===== config.mk =====
export PLATFORM = sky130hd
export DESIGN_NAME = rgb2gray_mult_sched
export DESIGN_NICKNAME = d
export VERILOG_FILES = /design/src/rtl/rgb2gray_mult_sched_pkg.sv /design/src/rtl/mult_8_8.sv /design/src/rtl/rgb2gray_mult_sched.sv
export SDC_FILE = /design/constraint.sdc
export NUM_CORES = 1
export LEC_CHECK = 0
export ABC_AREA = 1
export BUFFER_PORTS_ARGS = -buffer_cell sky130_fd_sc_hd__buf_4
export CAP_MARGIN = 40
export CORE_UTILIZATION = 53
export DETAILED_ROUTE_END_ITERATION = 8
export PLACE_DENSITY = 0.74
export SYNTH_ARGS = -nofsm -noshare
export SYNTH_HDL_FRONTEND = slang
export SYNTH_SLANG_ARGS = --single-unit

===== constraint.sdc =====
create_clock -name sys_clk -period 6.1 [get_ports sys_clk]
set_input_delay 0.915 -clock sys_clk [delete_from_list [all_inputs] [get_ports sys_clk]]
set_output_delay 0.915 -clock sys_clk [all_outputs]
set_load 0.005 [all_outputs]

===== src/rtl/rgb2gray_mult_sched_pkg.sv =====
// Shared constants for the RGB-to-gray sequencer: state encoding, default
// Q0.8 weights, accumulator sizing and the rounding constant.
package rgb2gray_mult_sched_pkg;

    typedef enum logic [2:0] {
        IDLE  = 3'd0,
        MUL_R = 3'd1,
        MUL_G = 3'd2,
        MUL_B = 3'd3,
        OUT   = 3'd4
    } state_t;

    localparam logic [7:0] DEF_COEF_R = 8'd77;
    localparam logic [7:0] DEF_COEF_G = 8'd150;
    localparam logic [7:0] DEF_COEF_B = 8'd29;

    // Three 8x8 products sum to at most 195075 (+128 rounding), which fits 18 bits.
    localparam int              ACC_W = 18;
    localparam logic [ACC_W-1:0] RND  = 18'd128;

    function automatic logic [7:0] sat8(input logic [ACC_W-9:0] x);
        sat8 = (x > 10'd255) ? 8'hff : x[7:0];
    endfunction

endpackage


===== src/rtl/mult_8_8.sv =====
// Existing unsigned 8x8 combinational multiplier shared by the gray sequencer.
module mult_8_8 (
    input  logic [7:0]  a,
    input  logic [7:0]  b,
    output logic [15:0] p
);

    assign p = a * b;

endmodule


===== src/rtl/rgb2gray_mult_sched.sv =====
// Per-pixel weighted RGB-to-gray conversion using one shared multiplier over
// three MAC cycles, with valid/ready on both sides.
module rgb2gray_mult_sched
    import rgb2gray_mult_sched_pkg::*;
#(
    parameter logic [7:0] COEF_R = DEF_COEF_R,
    parameter logic [7:0] COEF_G = DEF_COEF_G,
    parameter logic [7:0] COEF_B = DEF_COEF_B
) (
    input  logic        sys_clk,
    input  logic        sys_rst_n,
    input  logic        in_valid,
    output logic        in_ready,
    input  logic [23:0] in_rgb,
    output logic        out_valid,
    input  logic        out_ready,
    output logic [7:0]  out_gray
);

    state_t             state, state_nxt;
    logic [7:0]         r_reg, g_reg, b_reg;
    logic [ACC_W-1:0]   acc;
    logic [7:0]         mul_a, mul_b;
    logic [15:0]        product;
    logic [ACC_W-1:0]   sum_rnd;
    logic               accept;

    mult_8_8 u_mult (
        .a (mul_a),
        .b (mul_b),
        .p (product)
    );

    assign accept  = in_valid & in_ready;
    assign sum_rnd = acc + ACC_W'(product) + RND;

    // NOTE: sequential state uses non-blocking assignments so every register
    // samples the pre-edge values regardless of statement order.
    always_ff @(posedge sys_clk or negedge sys_rst_n) begin
        if (!sys_rst_n) begin
            state <= IDLE;
        end else begin
            state <= state_nxt;
        end
    end

    always_comb begin
        state_nxt = state;
        case (state)
            IDLE:    if (in_valid) state_nxt = MUL_R;
            MUL_R:   state_nxt = MUL_G;
            MUL_G:   state_nxt = MUL_B;
            MUL_B:   state_nxt = OUT;
            OUT:     if (out_ready) state_nxt = in_valid ? MUL_R : IDLE;
            default: state_nxt = IDLE;
        endcase
    end

    // NOTE: every output of this block gets a default first, so no path
    // leaves a signal unassigned and no latch is inferred.
    always_comb begin
        in_ready  = 1'b0;
        out_valid = 1'b0;
        mul_a     = 8'd0;
        mul_b     = 8'd0;
        case (state)
            IDLE: in_ready = 1'b1;
            MUL_R: begin
                mul_a = r_reg;
                mul_b = COEF_R;
            end
            MUL_G: begin
                mul_a = g_reg;
                mul_b = COEF_G;
            end
            MUL_B: begin
                mul_a = b_reg;
                mul_b = COEF_B;
            end
            OUT: begin
                in_ready  = out_ready;
                out_valid = 1'b1;
            end
            default: ;
        endcase
    end

    // Pixel is captured only on the accept edge; the MAC chain reads the copy.
    always_ff @(posedge sys_clk or negedge sys_rst_n) begin
        if (!sys_rst_n) begin
            r_reg    <= 8'd0;
            g_reg    <= 8'd0;
            b_reg    <= 8'd0;
            acc      <= '0;
            out_gray <= 8'd0;
        end else begin
            if (accept) begin
                r_reg <= in_rgb[23:16];
                g_reg <= in_rgb[15:8];
                b_reg <= in_rgb[7:0];
            end
            case (state)
                MUL_R:   acc      <= ACC_W'(product);
                MUL_G:   acc      <= acc + ACC_W'(product);
                MUL_B:   out_gray <= sat8(sum_rnd[ACC_W-1:8]);
                default: ;
            endcase
        end
    end

endmodule

### Yosys cells after proc, flatten, opt, wreduce, memory -nomap -nowiden

Cells that the tools add are included.

| operators by class | value |
|---|---|
| add/sub/neg operators | 2 |
| $mul | 1 |
| order comparisons | 1 |
| equality and inequality tests | 6 |
| mux-type cells | 10 |
| bitwise gates (word level) | 1 |
| reduce and logical (&&, ||, !) cells | 3 |

Operator list:

| kind | count |
|---|---|
| $pmux W8 S3 | 2 |
| $pmux W18 S2 | 1 |
| $add A18 B16 Y18 | 1 |
| $add A18 B8 Y18 const B | 1 |
| $mul A8 B8 Y16 | 1 |
| $pmux W3 S5 | 1 |
| $gt A10 B8 Y1 const B | 1 |
| $mux W8 | 1 |
| $eq A3 B2 Y1 const B | 2 |
| $mux W3 | 2 |
| $ne A2 B2 Y1 const B | 2 |
| $eq A3 B1 Y1 const B | 1 |
| $eq A3 B3 Y1 const B | 1 |
| $logic_not A3 Y1 | 1 |
| $mux W1 | 2 |
| $pmux W1 S2 | 1 |
| $reduce_and A2 Y1 | 1 |
| $reduce_bool A2 Y1 | 1 |
| $and A1 B1 Y1 | 1 |

| word-level totals | value |
|---|---|
| register bits after elaboration | 53 |
| bits of input ports | 28 |
| output and inout port bits | 10 |
| logic and storage cells | 30 |

### Depth between registers and ports, before layout

Gate-level depths: netlist of the first run.

| logic depth | value |
|---|---|
| depth after elaboration | 7 |
| gate-level depth with buffers | 42 |
| depth with buffers taken out | 41 |

### Hierarchy

From an unflattened synthesis of the first run, not the netlist that was laid out.

| second synthesis, totals | value |
|---|---|
| cells, all modules | 916 |
| area, all modules | 6,276.0 sq um |

By module, submodules not included:

| module | instances | cells an instance | area each (sq um) | sequential area each (sq um) |
|---|---|---|---|---|
| rgb2gray_mult_sched | 1 | 541 | 3,867.5 | 1,326.3 |
| mult_8_8 | 1 | 375 | 2,408.6 | 0.0 |

### Least setup slack after synthesis of the first run

OpenSTA, ideal clock, no wires.

| timing path | value |
|---|---|
| path type | register to register |
| from | register state[2] |
| to | register out_gray[7] |
| library setup time | 0.116 ns |
| arrival time | 6.125 ns |
| required time | 5.984 ns |
| path slack | -0.142 ns |
| cell stages (with the launch flop) | 39 |
| path buffers | 1 |
| clock period less this slack | 6.242 ns |
| cells stage by stage | dfrtp_1 > nor2_2 > inv_1 > nor2_1 > inv_2 > buf_2 > nor2_1 > a211oi_1 > or2_1 > inv_1 > fa_1 > ha_1 > inv_1 > fa_1 > fa_1 > inv_1 > ha_1 > inv_1 > (+3 left out) > a21oi_1 > xor2_1 > inv_1 > ha_1 > nand2_1 > inv_1 > nand2_1 > nand2_1 > a21oi_1 > nand3_1 > nand2_1 > nand2_1 > nor2_1 > nand3_1 > nand2_2 > nand3_1 > nand2_1 > nand2_1 |

| between the ends | value |
|---|---|
| word-level cells in the longest chain between the ends | 7 |
| elaborated cells between the ends (all ways) | 10 |
| classes of those cells | add/sub (2); mul (1); order compare (1); eq/ne (3); mux (3) |

Ends and longest elaborated chain:

| item | line | source |
|---|---|---|
| start, declared | rgb2gray_mult_sched.sv:20 | `state_t state, state_nxt;` |
| start signal, assigned | rgb2gray_mult_sched.sv:43 | `state <= state_nxt;` |
| $eq A3 B2 Y1, or another cell as far along | rgb2gray_mult_sched.sv:66, rgb2gray_mult_sched.sv:102 |  |
| $pmux W8 S3 | rgb2gray_mult_sched.sv:66 | `case (state)` |
| $mul A8 B8 Y16 | mult_8_8.sv:8 | `assign p = a * b;` |
| $add A18 B16 Y18 | rgb2gray_mult_sched.sv:35 | `assign sum_rnd = acc + ACC_W'(product) + RND;` |
| $add A18 B8 Y18 | rgb2gray_mult_sched.sv:35 |  |
| $gt A10 B8 Y1 | rgb2gray_mult_sched_pkg.sv:22 | `sat8 = (x > 10'd255) ? 8'hff : x[7:0];` |
| $mux W8 | rgb2gray_mult_sched_pkg.sv:22 |  |
| end signal, assigned | rgb2gray_mult_sched.sv:105 | `MUL_B: out_gray <= sat8(sum_rnd[ACC_W-1:8]);` |
| end, declared | rgb2gray_mult_sched.sv:17 | `output logic [7:0] out_gray` |

Parallel ways exist; a longest one is shown, timed or not.
A chain may end at the register's enable or synchronous reset.

### Worst setup path after layout of the first run

| timing path | value |
|---|---|
| from | register state[0] |
| to | register out_gray[7] |

Same word-level chain as after synthesis.

==> impl_metrics.env, run 1 <==
export IMPL_cts_sinks=53
export IMPL_ys_top_cells_by_count="nand2_1, inv_1, nor2_1"
export IMPL_synth_seq_cells=53
export IMPL_die_h_um=104
export IMPL_antenna_found_initial=0
export IMPL_drt_iter0_markers=376
export IMPL_top_register="acc"
export IMPL_fin_area_mm2=0.00785
export IMPL_setup_violations=13
export IMPL_period_needed_ps=6620
export IMPL_drt_wl_total_mm=17.6
export IMPL_hold_violations=0
export IMPL_synth_most_common_cell="nand2_1"
export IMPL_cts_root_buf="clkbuf_8"
export IMPL_crit_top_cell="nand2_1"
export IMPL_critPathLaunchType="flop"
export IMPL_area_growth_pct=41.4
export IMPL_drc=0
export IMPL_largest_reg_flops=18
export IMPL_rr_worst_depth=38
export IMPL_finalClockSkew_ps=12.6
export IMPL_startpoint="state[0]"
export IMPL_start_util_pct=54.3
export IMPL_track_usage_pct=29.4
export IMPL_multi_input_area_mm2=0.00426
export IMPL_core_region_area_mm2=0.0102
export IMPL_synthTopCellsByArea="dfrtp_1, ha_1, nand2_1"
export IMPL_final_net_count=1067
export IMPL_overflow=0
export IMPL_failed_checks="setup timing"
export IMPL_hp_class="flop to flop"
export IMPL_clkSlewWorstSetupHoldPaths_ps=100
export IMPL_setup_slack_ps=-515
export IMPL_crit_fanout=8
export IMPL_fin_cells=1087
export IMPL_dp_cells=1041
export IMPL_die_width_um=104
export IMPL_yosysWarnings=0
export IMPL_holdPathStages=2
export IMPL_cts_buffers=5
export IMPL_regToRegStartpoint="state[0]"
export IMPL_synthesis_area_mm2=0.00556
export IMPL_min_from="out_gray[5]"
export IMPL_syn_avg_cell_area_um2=7.16
export IMPL_synth_top_area_share_pct=23.9
export IMPL_layout_drive_gt1_share_pct=39.1
export IMPL_worst_endpoint_required_ps=6360
export IMPL_htreeDepth=2
export IMPL_synthFlopType="dfrtp_1"
export IMPL_grt_pass1_vias=5554
export IMPL_place_area_mm2=0.00680
export IMPL_cts_buffer_depth=2
export IMPL_cts_tree="done"
export IMPL_ys_async_sr_fraction_pct=100
export IMPL_fin_util_pct=76.8
export IMPL_nFillCells=655
export IMPL_holdPathEnd="out_gray[5]"
export IMPL_vias=5819
export IMPL_drv_slew=0
export IMPL_fin_crit_sh_pct=108
export IMPL_r2r_setup_slack_ps=-520
export IMPL_critPathCaptureType="flop"
export IMPL_synth_top_area_cell="dfrtp_1"
export IMPL_cp_arrival_ps=6880
export IMPL_insertion_delay_ps=320
export IMPL_fmax_ghz=0.151
export IMPL_max_slew_worst_pin_slew_ps=673
export IMPL_yosysUniqueCellTypes=37
export IMPL_slew_headroom_pct=55.0
export IMPL_synth_edf_count=0
export IMPL_cp_slowest_stage_delay_ps=590
export IMPL_vias_per_cell=5.35
export IMPL_antenna_cells=0
export IMPL_rr_endpoint="out_gray[7]"
export IMPL_antenna_left=0
export IMPL_place_detailed_hpwl_mm=11.6
export IMPL_syn_instance_count=776
export IMPL_syn_num_nets=893
export IMPL_gp_congestion=0.932
export IMPL_grt_max_degree=54
export IMPL_final_seq_area_mm2=0.00133
export IMPL_rsz0062_at_grt="yes"
export IMPL_maxCapViolations=0
export IMPL_status="finished, violations left"
export IMPL_rows=37
export IMPL_wl_per_cell_um=16.2
export IMPL_ys_seq_area_share_pct=23.9
export IMPL_crit_type="flop to flop"
export IMPL_io_buffers=37
export IMPL_grt_first_pass_wirelength_mm=25.6
export IMPL_dr_pass1_iters=5
export IMPL_ios=38
export IMPL_dieArea_mm2=0.0109
export IMPL_crit_slowest_cell="fa_1"
==> final cells by class <==
cell class                      instances  area share [%]
Clock buffer                            6           0.924
Multi-Input combinational cell        548            54.2
Timing Repair Buffer                  179            17.7
Clock inverter                          2           0.191
Sequential cell                        53            16.9
Tap cell                              136            2.17
Inverter                              163            7.92
==> per-stage QoR <==
step / hold WS (ps) / TNS (ps) / setup slack, ps
final: 494 / -4770 / -515
after global routing: 510 / -8800 / -805
after CTS: 496 / -793 / -112
after detailed placement: 469 / -5680 / -572
after global placement: 466 / -2990 / -349
after floorplan: 455 / 0 / 6.89
==> logic make-up (layout without fill, tap and decap cells) <==
family	Yosys count	after routing	share of synthesized area, %
AND/OR/NAND/NOR	347	347	27.5
multiplexers	8	8	1.62
adder cells (fa/ha/maj)	89	89	24.0
XOR/XNOR	17	17	2.68
buffers and inverters	175	350	11.9
flip-flops	53	53	23.9
AO/OA/AOI/OAI	87	87	8.47
==> worst max-delay path, delay by kind of cell, from the launching register on <==
kind	cells	cell delay, ps
fa+ha+maj	6	2690
simple gates	20	2020
compound gates	4	640
buf+inv	7	460
flops	1	390
xor+xnor	1	320
==> layout by cell type, fill, tap and decap left out, drive strengths merged <==
cell and instances:
nand2 205, buf 179, inv 161, nor2 70, ha 60, dfrtp 53
nand3 46, a21oi 43, o21ai 30, fa 29, xor2 14, or2 11
mux2 8, nand4 6, clkbuf 6, nor3 6, o211ai 4, o21bai 3
xnor2 3, and2 3, clkinv 2, o21a 2, clkinvlp 2, o22ai 2
a31oi 1, a211oi 1, a22oi 1
==> how the worst max path moves through the flow <==
stage | endpoint
floorplan | out_gray[7]
global placement | out_gray[5]
detailed placement | out_gray[7]
CTS | out_gray[3]
global route | out_gray[7]
finish | out_gray[7]
==> routing by layer <==
metal	GRT usage, %	share of wire, %	vias up
met4	16.1	5.1	0
met3	3.38	3.8	63
met1	34.0	39	2823
li1	-	-	2750
met5	0	0	-
met2	52.9	52	183
==> repair_timing <==
action                     CTS  global route
pin swaps                   34            63
setup endpoints to repair   15            17
buffers inserted            24            17
resized for setup           67           122
hold buffers                 0             0
Power of run 1 is not shown: default switching activity piles up to over one toggle a cycle in this logic, so the estimate is an artifact.
==> inputs of run 2 (changes only) <==
--- a/config.mk
+++ b/config.mk
@@ -5,12 +5,12 @@
 export SDC_FILE = /design/constraint.sdc
 export NUM_CORES = 1
 export LEC_CHECK = 0
-export ABC_AREA = 1
 export BUFFER_PORTS_ARGS = -buffer_cell sky130_fd_sc_hd__buf_4
 export CAP_MARGIN = 40
 export CORE_UTILIZATION = 53
+export CTS_CLUSTER_SIZE = 14
 export DETAILED_ROUTE_END_ITERATION = 8
-export PLACE_DENSITY = 0.74
+export PLACE_DENSITY_LB_ADDON = 0.12
 export SYNTH_ARGS = -nofsm -noshare
 export SYNTH_HDL_FRONTEND = slang
 export SYNTH_SLANG_ARGS = --single-unit
==> run 2 against run 1 <==
Sequential share of layout area rose by 1.4 points. Global-route usage fell by 1.9 points. Clock-buffer cell count fell by 1. The run still ends with setup timing left.
==> impl_metrics.env, run 2 <==
export IMPL_status="finished, violations left"
export IMPL_failed_checks="setup timing"
export IMPL_setup_slack_ps=-518
export IMPL_max_slew_worst_pin_slew_ps=691
export IMPL_final_seq_area_mm2=0.00133
export IMPL_insertion_delay_ps=320
export IMPL_dr_pass1_iters=4
export IMPL_synthesis_area_mm2=0.00532
export IMPL_maxCapViolations=0
export IMPL_crit_top_cell="fa_1"
export IMPL_mostFrequentLayoutCell="buf_4"
export IMPL_drt_wl_total_mm=13.8
export IMPL_crit_fanout=8
export IMPL_place_detailed_hpwl_mm=10.7
export IMPL_antenna_found_initial=0
export IMPL_tns_ps=-4580
export IMPL_overflow=0
export IMPL_gp_congestion=0.908
export IMPL_clkSlewWorstSetupHoldPaths_ps=100
export IMPL_holdPathStages=1
export IMPL_synthTopCellsByArea="dfrtp_1, ha_1, fa_1"
export IMPL_io_buffers=37
export IMPL_wl_per_cell_um=15.7
export IMPL_fmax_ghz=0.151
export IMPL_critPathCaptureType="flop"
export IMPL_grt_pass1_vias=4855
export IMPL_grt_first_pass_wirelength_mm=22.2
export IMPL_ys_seq_area_share_pct=24.9
export IMPL_hold_buffers=0
export IMPL_start_util_pct=54.7
export IMPL_syn_avg_cell_area_um2=8.86
export IMPL_hold_violations=0
export IMPL_finalClockSkew_ps=5.47
export IMPL_multi_input_area_mm2=0.00420
export IMPL_vias_per_cell=5.48
export IMPL_drt_iter0_markers=141
export IMPL_worst_endpoint_required_ps=6310
export IMPL_cp_slowest_stage_delay_ps=490
export IMPL_ys_top_cells_by_count="inv_1, ha_1, nand2_1"
export IMPL_layout_drive_gt1_share_pct=40.3
export IMPL_rsz0062_at_grt="yes"
export IMPL_nFillCells=701
export IMPL_crit_type="flop to flop"
export IMPL_largest_reg_flops=18
export IMPL_syn_instance_count=600
export IMPL_htreeDepth=2
export IMPL_synthFlopType="dfrtp_1"
export IMPL_cts_sinks=53
export IMPL_cts_root_buf="clkbuf_8"
export IMPL_place_area_mm2=0.00670
export IMPL_setup_violations=11
export IMPL_hp_class="flop to flop"
export IMPL_cts_tree="done"
export IMPL_track_usage_pct=27.5
export IMPL_synth_top_area_cell="dfrtp_1"
export IMPL_yosysWarnings=0
export IMPL_startpoint="state[0]"
export IMPL_crit_end="out_gray[4]"
export IMPL_fin_crit_sh_pct=108
export IMPL_drc=0
export IMPL_crit_slowest_cell="fa_1"
export IMPL_dieArea_mm2=0.0104
export IMPL_cp_arrival_ps=6830
export IMPL_synth_most_common_cell="inv_1"
export IMPL_top_register="acc"
export IMPL_fin_util_pct=74.7
export IMPL_core_region_area_mm2=0.00973
export IMPL_fin_cells=879
export IMPL_die_h_um=102
export IMPL_rr_endpoint="out_gray[4]"
export IMPL_cts_buffers=5
export IMPL_area_growth_pct=36.6
export IMPL_final_net_count=862
export IMPL_ios=38
export IMPL_dp_cells=854
export IMPL_drv_slew=0
export IMPL_rows=36
export IMPL_regToRegStartpoint="state[0]"
export IMPL_grt_max_degree=54
export IMPL_r2r_setup_slack_ps=-520
export IMPL_final_cell_mix="buf_4, inv_1, nand2_1, dfrtp_1, ha_1"
export IMPL_fin_area_mm2=0.00726
export IMPL_synth_top_area_share_pct=24.9
export IMPL_vias=4818
export IMPL_period_needed_ps=6620
export IMPL_antenna_left=0
export IMPL_rr_worst_depth=31
export IMPL_ys_async_sr_fraction_pct=100
export IMPL_syn_num_nets=717
export IMPL_antenna_cells=0
export IMPL_die_width_um=102
export IMPL_critPathLaunchType="flop"
export IMPL_slew_headroom_pct=53.9
export IMPL_synth_seq_cells=53
export IMPL_cts_buffer_depth=2
export IMPL_yosysUniqueCellTypes=57
export IMPL_synth_edf_count=0
## run 2: changes by cell type in the layout (fill, tap and decap cells not counted), moves of 13 or more
cell     previous run  this run
nand3_1            29        10
nor2_4             17         2
buf_4             170       151
nand2_1           149        53
mux2_2              8        24
nand2_2            42         3
inv_1             135        62
inv_2              22         6
nand3_2            14         1
## run 2: final cells by class
type	instances	share of cell area, %
Clock inverter	3	0.241
Tap cell	133	2.29
Timing Repair Buffer	158	16.9
Clock buffer	5	0.947
Inverter	68	3.51
Multi-Input combinational cell	459	57.9
Sequential cell	53	18.3
## run 2: cells by family after synthesis
group,count (synthesis),synth area share (%)
adder cells (fa/ha/maj),89,25.0
multiplexers,29,6.02
flip-flops,53,24.9
AO/OA/AOI/OAI,132,15.9
XOR/XNOR,23,3.79
buffers and inverters,88,6.66
AND/OR/NAND/NOR,186,17.7
## run 2: worst min-delay path by stage
stage | startpoint | end
4_1_cts | acc[3] | acc[3]
5_1_grt | acc[3] | acc[3]
3_3_place_gp | acc[4] | acc[4]
2_1_floorplan | acc[2] | acc[2]
6_report | acc[17] | acc[17]
3_5_place_dp | acc[5] | acc[5]
## run 2: metrics by stage
stage          setup slack, ps  hold slack (ps)
6_report                  -518              506
3_5_place_dp              -687              486
3_3_place_gp              -550              473
5_1_grt                   -747              525
2_1_floorplan             -309              456
4_1_cts                   -415              507
## run 2: worst max-delay path, delay by kind of cell (launching register included)
family	cells	cell delay [ps]
compound gates	7	1310
buf+inv	8	690
fa+ha+maj	6	2520
xor+xnor	1	240
flops	1	410
simple gates	9	1350
## run 2: metal layers
layer	track usage, %	share of wire, %	up-vias	wire, um
met4	9.56	1.7	0	237
met3	3.69	3.3	21	451
met2	47.1	50	81	6920
met1	35.8	45	2354	6200
li1	-	-	2362	-
met5	0	0	-	0
## run 2: timing repair
item,CTS,global route
pin swaps,38,23
endpoints found under the setup margin,16,17
resized for setup,43,33
buffers inserted,11,6
Power of run 2 is left out for the same reason.
